`config.mk`:
```
export PLATFORM = sky130hd
export DESIGN_NAME = usb_line_ctrl_flat
export DESIGN_NICKNAME = d
export VERILOG_FILES = /design/src/rtl/usb_line_ctrl_if.sv /design/src/rtl/usb_line_ctrl.sv /design/src/flat_wrapper.sv
export SDC_FILE = /design/constraint.sdc
export NUM_CORES = 1
export LEC_CHECK = 0
export CORE_ASPECT_RATIO = 0.8
export CORE_UTILIZATION = 40
export CTS_CLUSTER_SIZE = 16
export DETAILED_ROUTE_END_ITERATION = 12
export HOLD_SLACK_MARGIN = 0.03
export PLACE_DENSITY = 0.63
export SETUP_SLACK_MARGIN = 0.02
export SLEW_MARGIN = 20
export SYNTH_ARGS = -nofsm -noshare
export SYNTH_HDL_FRONTEND = slang
export SYNTH_SLANG_ARGS = --single-unit
```
`constraint.sdc`:
```
create_clock -name clk -period 3 [get_ports clk]
set_input_delay 0.3 -clock clk [delete_from_list [all_inputs] [get_ports clk]]
set_output_delay 0.3 -clock clk [all_outputs]
set_load 0.01 [all_outputs]
```
`src/rtl/usb_line_ctrl_if.sv`:
```
// Bus-side signal bundle of usb_line_ctrl: PHY receive/transmit lines and the
// packet-transmitter arbitration handshake.
interface usb_line_ctrl_if;
  logic phy_rx_dp;
  logic phy_rx_dn;
  logic phy_rx_chg;
  logic phy_tx_dp;
  logic phy_tx_dn;
  logic phy_tx_en;
  logic pkt_tx_req;
  logic pkt_tx_gnt;
  logic pkt_tx_dp;
  logic pkt_tx_dn;
  logic pkt_tx_en;

  modport master (
    input  phy_rx_dp, phy_rx_dn, phy_rx_chg,
    input  pkt_tx_req, pkt_tx_dp, pkt_tx_dn, pkt_tx_en,
    output phy_tx_dp, phy_tx_dn, phy_tx_en, pkt_tx_gnt
  );

  modport slave (
    output phy_rx_dp, phy_rx_dn, phy_rx_chg,
    output pkt_tx_req, pkt_tx_dp, pkt_tx_dn, pkt_tx_en,
    input  phy_tx_dp, phy_tx_dn, phy_tx_en, pkt_tx_gnt
  );
endinterface

```
`src/rtl/usb_line_ctrl.sv`:
```
// Full-speed USB bus-level controller: line-state decode, bus reset / suspend /
// resume detection, remote-wakeup K generation and PHY TX arbitration.
module usb_line_ctrl #(
  parameter int RST_DET_CYCLES = 120,
  parameter int SUSPEND_CYCLES = 144000,
  parameter int WAKE_CYCLES    = 96000,
  parameter int TIMER_W        = 18
) (
  input  logic            clk,
  input  logic            rst,
  usb_line_ctrl_if.master bus,
  input  logic            wake_req_i,
  output logic            ls_j_o,
  output logic            ls_k_o,
  output logic            ls_se0_o,
  output logic            bus_reset_o,
  output logic            suspended_o,
  output logic            evt_reset_o,
  output logic            evt_suspend_o,
  output logic            evt_resume_o
);

  typedef enum logic [2:0] {
    S_ACTIVE,
    S_BUS_RST,
    S_SUSP,
    S_WAKE,
    S_RESUME
  } state_e;

  localparam logic [TIMER_W-1:0] CNT_MAX   = '1;
  localparam logic [TIMER_W-1:0] CNT_ONE   = TIMER_W'(1);
  localparam logic [TIMER_W-1:0] RST_LAST  = TIMER_W'(RST_DET_CYCLES - 1);
  localparam logic [TIMER_W-1:0] SUSP_LAST = TIMER_W'(SUSPEND_CYCLES - 1);
  localparam logic [TIMER_W-1:0] WAKE_LAST = TIMER_W'(WAKE_CYCLES - 1);

  state_e             state_q, state_d;
  logic               ls_j_q, ls_k_q, ls_se0_q;
  logic [TIMER_W-1:0] se0_cnt_q, se0_cnt_d;
  logic [TIMER_W-1:0] idle_cnt_q, idle_cnt_d;
  logic [TIMER_W-1:0] wake_cnt_q, wake_cnt_d;
  logic               gnt_q, gnt_d;
  logic               evt_reset_q, evt_reset_d;
  logic               evt_suspend_q, evt_suspend_d;
  logic               evt_resume_q, evt_resume_d;

  logic raw_k;
  logic se0_run, idle_run, se0_hit, idle_hit;
  logic tx_dp, tx_dn, tx_en;

  assign raw_k = ~bus.phy_rx_dp & bus.phy_rx_dn;

  // Our own transmission (packet EOP, wakeup K) must never look like host activity.
  assign se0_run  = ls_se0_q & ~tx_en;
  assign idle_run = ls_j_q & ~bus.phy_rx_chg & ~tx_en & ~gnt_q;
  assign se0_hit  = se0_run & (se0_cnt_q == RST_LAST);
  assign idle_hit = idle_run & (idle_cnt_q == SUSP_LAST);

  always_ff @(posedge clk or posedge rst) begin
    if (rst) begin
      state_q       <= S_ACTIVE;
      ls_j_q        <= 1'b0;
      ls_k_q        <= 1'b0;
      ls_se0_q      <= 1'b0;
      se0_cnt_q     <= '0;
      idle_cnt_q    <= '0;
      wake_cnt_q    <= '0;
      gnt_q         <= 1'b0;
      evt_reset_q   <= 1'b0;
      evt_suspend_q <= 1'b0;
      evt_resume_q  <= 1'b0;
    end else begin
      state_q       <= state_d;
      ls_j_q        <= bus.phy_rx_dp & ~bus.phy_rx_dn;
      ls_k_q        <= raw_k;
      ls_se0_q      <= ~bus.phy_rx_dp & ~bus.phy_rx_dn;
      se0_cnt_q     <= se0_cnt_d;
      idle_cnt_q    <= idle_cnt_d;
      wake_cnt_q    <= wake_cnt_d;
      gnt_q         <= gnt_d;
      evt_reset_q   <= evt_reset_d;
      evt_suspend_q <= evt_suspend_d;
      evt_resume_q  <= evt_resume_d;
    end
  end

  always_comb begin
    se0_cnt_d  = '0;
    idle_cnt_d = '0;
    if (se0_run) begin
      se0_cnt_d = (se0_cnt_q == CNT_MAX) ? se0_cnt_q : se0_cnt_q + CNT_ONE;
    end
    if (idle_run) begin
      idle_cnt_d = (idle_cnt_q == CNT_MAX) ? idle_cnt_q : idle_cnt_q + CNT_ONE;
    end
  end

  always_comb begin
    state_d    = state_q;
    wake_cnt_d = wake_cnt_q;
    if ((state_q != S_WAKE) && se0_hit) begin
      state_d = S_BUS_RST;
    end else begin
      case (state_q)
        S_BUS_RST: if (!ls_se0_q) state_d = S_ACTIVE;
        S_ACTIVE:  if (idle_hit) state_d = S_SUSP;
        S_SUSP: begin
          // A K already on the wire beats a same-cycle wakeup request.
          if (ls_k_q) begin
            state_d = S_RESUME;
          end else if (wake_req_i && !raw_k) begin
            state_d    = S_WAKE;
            wake_cnt_d = WAKE_LAST;
          end
        end
        S_WAKE: begin
          if (wake_cnt_q == '0) state_d = S_RESUME;
          else                  wake_cnt_d = wake_cnt_q - CNT_ONE;
        end
        S_RESUME:  if (!ls_k_q) state_d = S_ACTIVE;
        default:   state_d = S_ACTIVE;
      endcase
    end
    gnt_d         = bus.pkt_tx_req && (state_d == S_ACTIVE);
    evt_reset_d   = (state_d == S_BUS_RST) && (state_q != S_BUS_RST);
    evt_suspend_d = (state_q == S_ACTIVE) && (state_d == S_SUSP);
    evt_resume_d  = (state_q == S_RESUME) && (state_d == S_ACTIVE);
  end

  always_comb begin
    tx_dp = 1'b0;
    tx_dn = 1'b0;
    tx_en = 1'b0;
    if (gnt_q) begin
      tx_dp = bus.pkt_tx_dp;
      tx_dn = bus.pkt_tx_dn;
      tx_en = bus.pkt_tx_en;
    end else if (state_q == S_WAKE) begin
      tx_dp = 1'b0;
      tx_dn = 1'b1;
      tx_en = 1'b1;
    end
  end

  assign bus.phy_tx_dp  = tx_dp;
  assign bus.phy_tx_dn  = tx_dn;
  assign bus.phy_tx_en  = tx_en;
  assign bus.pkt_tx_gnt = gnt_q;

  assign ls_j_o        = ls_j_q;
  assign ls_k_o        = ls_k_q;
  assign ls_se0_o      = ls_se0_q;
  assign bus_reset_o   = (state_q == S_BUS_RST);
  assign suspended_o   = (state_q == S_SUSP) || (state_q == S_WAKE);
  assign evt_reset_o   = evt_reset_q;
  assign evt_suspend_o = evt_suspend_q;
  assign evt_resume_o  = evt_resume_q;

  a_gnt_wake_excl : assert property (@(posedge clk) disable iff (rst)
    !(gnt_q && (state_q == S_WAKE)));

endmodule

```
`src/flat_wrapper.sv`:
```
// flat-port wrapper written by rule: the top's interface ports become plain ports
module usb_line_ctrl_flat 
#(
  parameter int RST_DET_CYCLES = 120,
  parameter int SUSPEND_CYCLES = 144000,
  parameter int WAKE_CYCLES    = 96000,
  parameter int TIMER_W        = 18
)
  (clk, rst, wake_req_i, ls_j_o, ls_k_o, ls_se0_o, bus_reset_o, suspended_o, evt_reset_o, evt_suspend_o, evt_resume_o, bus_phy_rx_dp, bus_phy_rx_dn, bus_phy_rx_chg, bus_pkt_tx_req, bus_pkt_tx_dp, bus_pkt_tx_dn, bus_pkt_tx_en, bus_phy_tx_dp, bus_phy_tx_dn, bus_phy_tx_en, bus_pkt_tx_gnt);
  usb_line_ctrl_if bus_i ();
  input  logic clk;
  input  logic rst;
  input  logic wake_req_i;
  output logic ls_j_o;
  output logic ls_k_o;
  output logic ls_se0_o;
  output logic bus_reset_o;
  output logic suspended_o;
  output logic evt_reset_o;
  output logic evt_suspend_o;
  output logic evt_resume_o;
  input wire logic [$bits(bus_i.phy_rx_dp)-1:0] bus_phy_rx_dp;
  input wire logic [$bits(bus_i.phy_rx_dn)-1:0] bus_phy_rx_dn;
  input wire logic [$bits(bus_i.phy_rx_chg)-1:0] bus_phy_rx_chg;
  input wire logic [$bits(bus_i.pkt_tx_req)-1:0] bus_pkt_tx_req;
  input wire logic [$bits(bus_i.pkt_tx_dp)-1:0] bus_pkt_tx_dp;
  input wire logic [$bits(bus_i.pkt_tx_dn)-1:0] bus_pkt_tx_dn;
  input wire logic [$bits(bus_i.pkt_tx_en)-1:0] bus_pkt_tx_en;
  output wire logic [$bits(bus_i.phy_tx_dp)-1:0] bus_phy_tx_dp;
  output wire logic [$bits(bus_i.phy_tx_dn)-1:0] bus_phy_tx_dn;
  output wire logic [$bits(bus_i.phy_tx_en)-1:0] bus_phy_tx_en;
  output wire logic [$bits(bus_i.pkt_tx_gnt)-1:0] bus_pkt_tx_gnt;
  assign bus_i.phy_rx_dp = bus_phy_rx_dp;
  assign bus_i.phy_rx_dn = bus_phy_rx_dn;
  assign bus_i.phy_rx_chg = bus_phy_rx_chg;
  assign bus_i.pkt_tx_req = bus_pkt_tx_req;
  assign bus_i.pkt_tx_dp = bus_pkt_tx_dp;
  assign bus_i.pkt_tx_dn = bus_pkt_tx_dn;
  assign bus_i.pkt_tx_en = bus_pkt_tx_en;
  assign bus_phy_tx_dp = bus_i.phy_tx_dp;
  assign bus_phy_tx_dn = bus_i.phy_tx_dn;
  assign bus_phy_tx_en = bus_i.phy_tx_en;
  assign bus_pkt_tx_gnt = bus_i.pkt_tx_gnt;
  usb_line_ctrl #(.RST_DET_CYCLES(RST_DET_CYCLES), .SUSPEND_CYCLES(SUSPEND_CYCLES), .WAKE_CYCLES(WAKE_CYCLES), .TIMER_W(TIMER_W)) u_core (.clk(clk), .rst(rst), .bus(bus_i), .wake_req_i(wake_req_i), .ls_j_o(ls_j_o), .ls_k_o(ls_k_o), .ls_se0_o(ls_se0_o), .bus_reset_o(bus_reset_o), .suspended_o(suspended_o), .evt_reset_o(evt_reset_o), .evt_suspend_o(evt_suspend_o), .evt_resume_o(evt_resume_o));
endmodule
```
==> summary.md <==
| Metric | Value |
|---|---|
| Status | `complete, no violations` |
| Clock Pin Slew Worst Setup and Hold Paths | `70 ps` |
| Die ar. | `9370 um2` |
| Area share of the leading cell type in the synthesized netlist | `44.6%` |
| Final period utilization | `89.4%` |
| WL per Instance | `15.7 um` |
| Post-CTS Hold Fix Bufs | `0` |
| Leakage power | `1.66 nW` |
| Mapped Nets | `402` |
| Nets | `424` |
| I/O pins | `22` |
| Worst Path Arrival | `2910 ps` |
| Starting Density | `41.8%` |
| H-tree Lvls | `3` |
| Main synth FF type | `dfrtp_1` |
| Crit Path Class | `flip-flop to flip-flop` |
| Setup crit end kind | `flip-flop` |
| Die width | `108 um` |
| R2R cell count | `7` |
| Max IR drop VDD | `296 uV` |
| Worst-margin pin slew | `693 ps` |
| Filler instances | `836` |
| CP required | `3230 ps` |
| Clk Latency, worst-skew pair | `360 ps` |
| Pwr dens | `437 nW/um2` |
| Unrepaired setup endpoints after global routing | `false` |
| Number of DRC markers in iteration 0 | `178` |
| # diodes | `0` |
| Unique masters post-synth | `56` |
| Gr ovfl total | `0` |
| Worst Path Max Fanout | `10` |
| Worst R2R Start | `u_core.wake_cnt_q[1]` |
| Clk root buf | `clkbuf_8` |
| Reg-to-reg endpoint | `u_core.wake_cnt_q[2]` |
| Synth Cell Area | `3590 um2` |
| Clock sink count | `64` |
| Vias | `3035` |
| FMAX | `373 MHz` |
| R2R Setup Slk | `320 ps` |
| Routed vias/inst | `5.75` |
| Top cell type by total area after synthesis | `dfrtp_1` |
| Headroom to the max-slew limit | `53.4%` |
| Largest net degree at the start of global routing | `65` |
| Synth Register Bits | `64` |
| Core ar. | `8600 um2` |
| Final Hold Vio Count | `0` |
| CP Launch Type | `flip-flop` |
| Final core occ | `48.3%` |
| Synth top area cells | `dfrtp_1 45%, nor2_1 5.5%, xnor2_1 4.1%` |
| Initial antenna violation count | `0` |
| Commonest cells in the netlist | `64 x dfrtp_1, 53 x nor2_1, 24 x nand2_1, 17 x xnor2_1, 15 x nor3_1` |
| Dpl cell area | `3920 um2` |
| GP Congestion | `0.828` |
| Multi-input gate area | `1860 um2` |
| Min cycle time layout | `2680 ps` |
| Port Buffer Count | `21` |
| Chip height | `86.8 um` |
| Layout area overhead | `15.7%` |
| Worst setup margin | `318 ps` |
| Final Cell Area | `4160 um2` |
| Placed Instances | `512` |
| Detailed placement HPWL | `5650 um` |
| Sequential fraction of the synthesis area | `44.6%` |
| Finished Layout Cells | `528` |
| Final setup vio count | `0` |
| Clock buffer depth | `2` |
| MaxCap Viol Count | `0` |
| Vias in the first global route | `2775` |
| Post-CTS Setup Repair Bufs | `0` |
| HP Class | `input pin to asynchronous set/reset pin` |
| Post-synth EDFFs | `0` |
| Storage cell area | `1600 um2` |
| Worst-case clock skew | `8.94 ps` |
| Synth warn | `0` |
| First-pass GRT wire length | `14000 um` |
| Cts repair resizes | `0` |
| Post-Syn Instances | `389` |
| FP Rows | `30` |
| Gr usage total | `19.3%` |
| CTS tree | `built` |
| CTS Buf Count | `9` |
| Count leader, synth | `dfrtp_1` |
| Final Routed Wirelength | `8290 um` |
| Max-slew violations | `0` |
| Post-Place Setup Slack | `334 ps` |
| Fraction of registers with async set/reset | `100%` |
| Drt drc | `0` |
| Fin Setup TNS | `0 ps` |
| ANT nets after route | `0` |
| Layout cells sized above 1 | `6.73%` |
| DR pass1 iterations | `4` |
| Avg Synthesized Cell Area | `9.23 um2` |
## cells in the final DEF, fill, tap and decap left out, types with 4 or more instances in the layout
cell type         n
a2111oi_0         5
a211oi_1          7
a21oi_1          12
a31oi_1           7
and3_1            7
and4_1            7
buf_4             6
clkbuf_8         12
clkdlybuf4s50_1  21
dfrtp_1          64
inv_1            11
mux2i_1           7
nand2_1          24
nand3_1          12
nand4_1          13
nor2_1           53
nor2b_1          11
nor3_1           15
nor3b_1           4
nor4_1            9
o211ai_1          8
o21ai_0          14
or3_1             4
or4_1             6
xnor2_1          17
xor2_1           10
## stage by stage
stage / total power, W / hold slack (ps)
floorplan: 0.000919 / 361
global placement: 0.000958 / 522
detailed placement: 0.000958 / 541
CTS: 0.00184 / 341
global route: 0.00188 / 362
finish: 0.00182 / 316
## worst max-delay path by stage
stage	to	startpoint	cells past startpoint	slack, ps
6_report	u_core.wake_cnt_q[2]	u_core.wake_cnt_q[1]	7	320
5_1_grt	u_core.wake_cnt_q[2]	u_core.wake_cnt_q[1]	7	170
4_1_cts	u_core.wake_cnt_q[2]	u_core.wake_cnt_q[0]	7	310
3_5_place_dp	u_core.wake_cnt_q[2]	u_core.wake_cnt_q[0]	7	330
3_3_place_gp	u_core.wake_cnt_q[10]	u_core.wake_cnt_q[0]	7	410
2_1_floorplan	u_core.wake_cnt_q[14]	u_core.wake_cnt_q[0]	9	530
## critical path: stages (launching register included)
cell	delay, ps
dfrtp_1	400
inv_1	60
ha_1	200
or4b_4	490
or4_4	550
or2_0	420
a311oi_1	360
a31oi_1	70
## metal layers
layer	GRT usage [%]	part of all wire, %	up-vias
met2	29.1	44	64
li1	-	-	1477
met4	6.48	1.2	0
met1	27.2	50	1484
met5	0	0	-
met3	4.74	4.0	10
## logic make-up after synthesis
| family | share of synthesized area [%] |
|---|---|
| AO/OA/AOI/OAI | 14.1 |
| XOR/XNOR | 6.58 |
| adder cells (fa/ha/maj) | 1.05 |
| buffers and inverters | 3.62 |
| flip-flops | 44.6 |
| multiplexers | 2.26 |
| AND/OR/NAND/NOR | 27.8 |
## sequential cells by signal (all words and copies together) (netlist names)
name and flops:
u_core.state_q 3, u_core.wake_cnt_q 18, u_core.ls_j_o 1, u_core.bus.pkt_tx_gnt 1
u_core.se0_cnt_q 18, u_core.evt_resume_o 1, u_core.ls_k_o 1, u_core.ls_se0_o 1
u_core.evt_reset_o 1, u_core.evt_suspend_o 1, u_core.idle_cnt_q 18
## where the power goes
part           switching (W)  total [W]  internal, W
sequential        0.00000587   0.000873     0.000867
clock               0.000339   0.000876     0.000537
combinational      0.0000388  0.0000675    0.0000286
total               0.000384    0.00182      0.00143
## area by class of cell
class,instances,share of cell area (%)
inverter,12,1.08
multi-input combinational,296,44.8
tap,112,3.37
sequential,64,38.5
clock inverter,2,1.45
timing repair buffer,28,6.62
clock buffer,14,4.16
(Power assumes the default switching activity.)
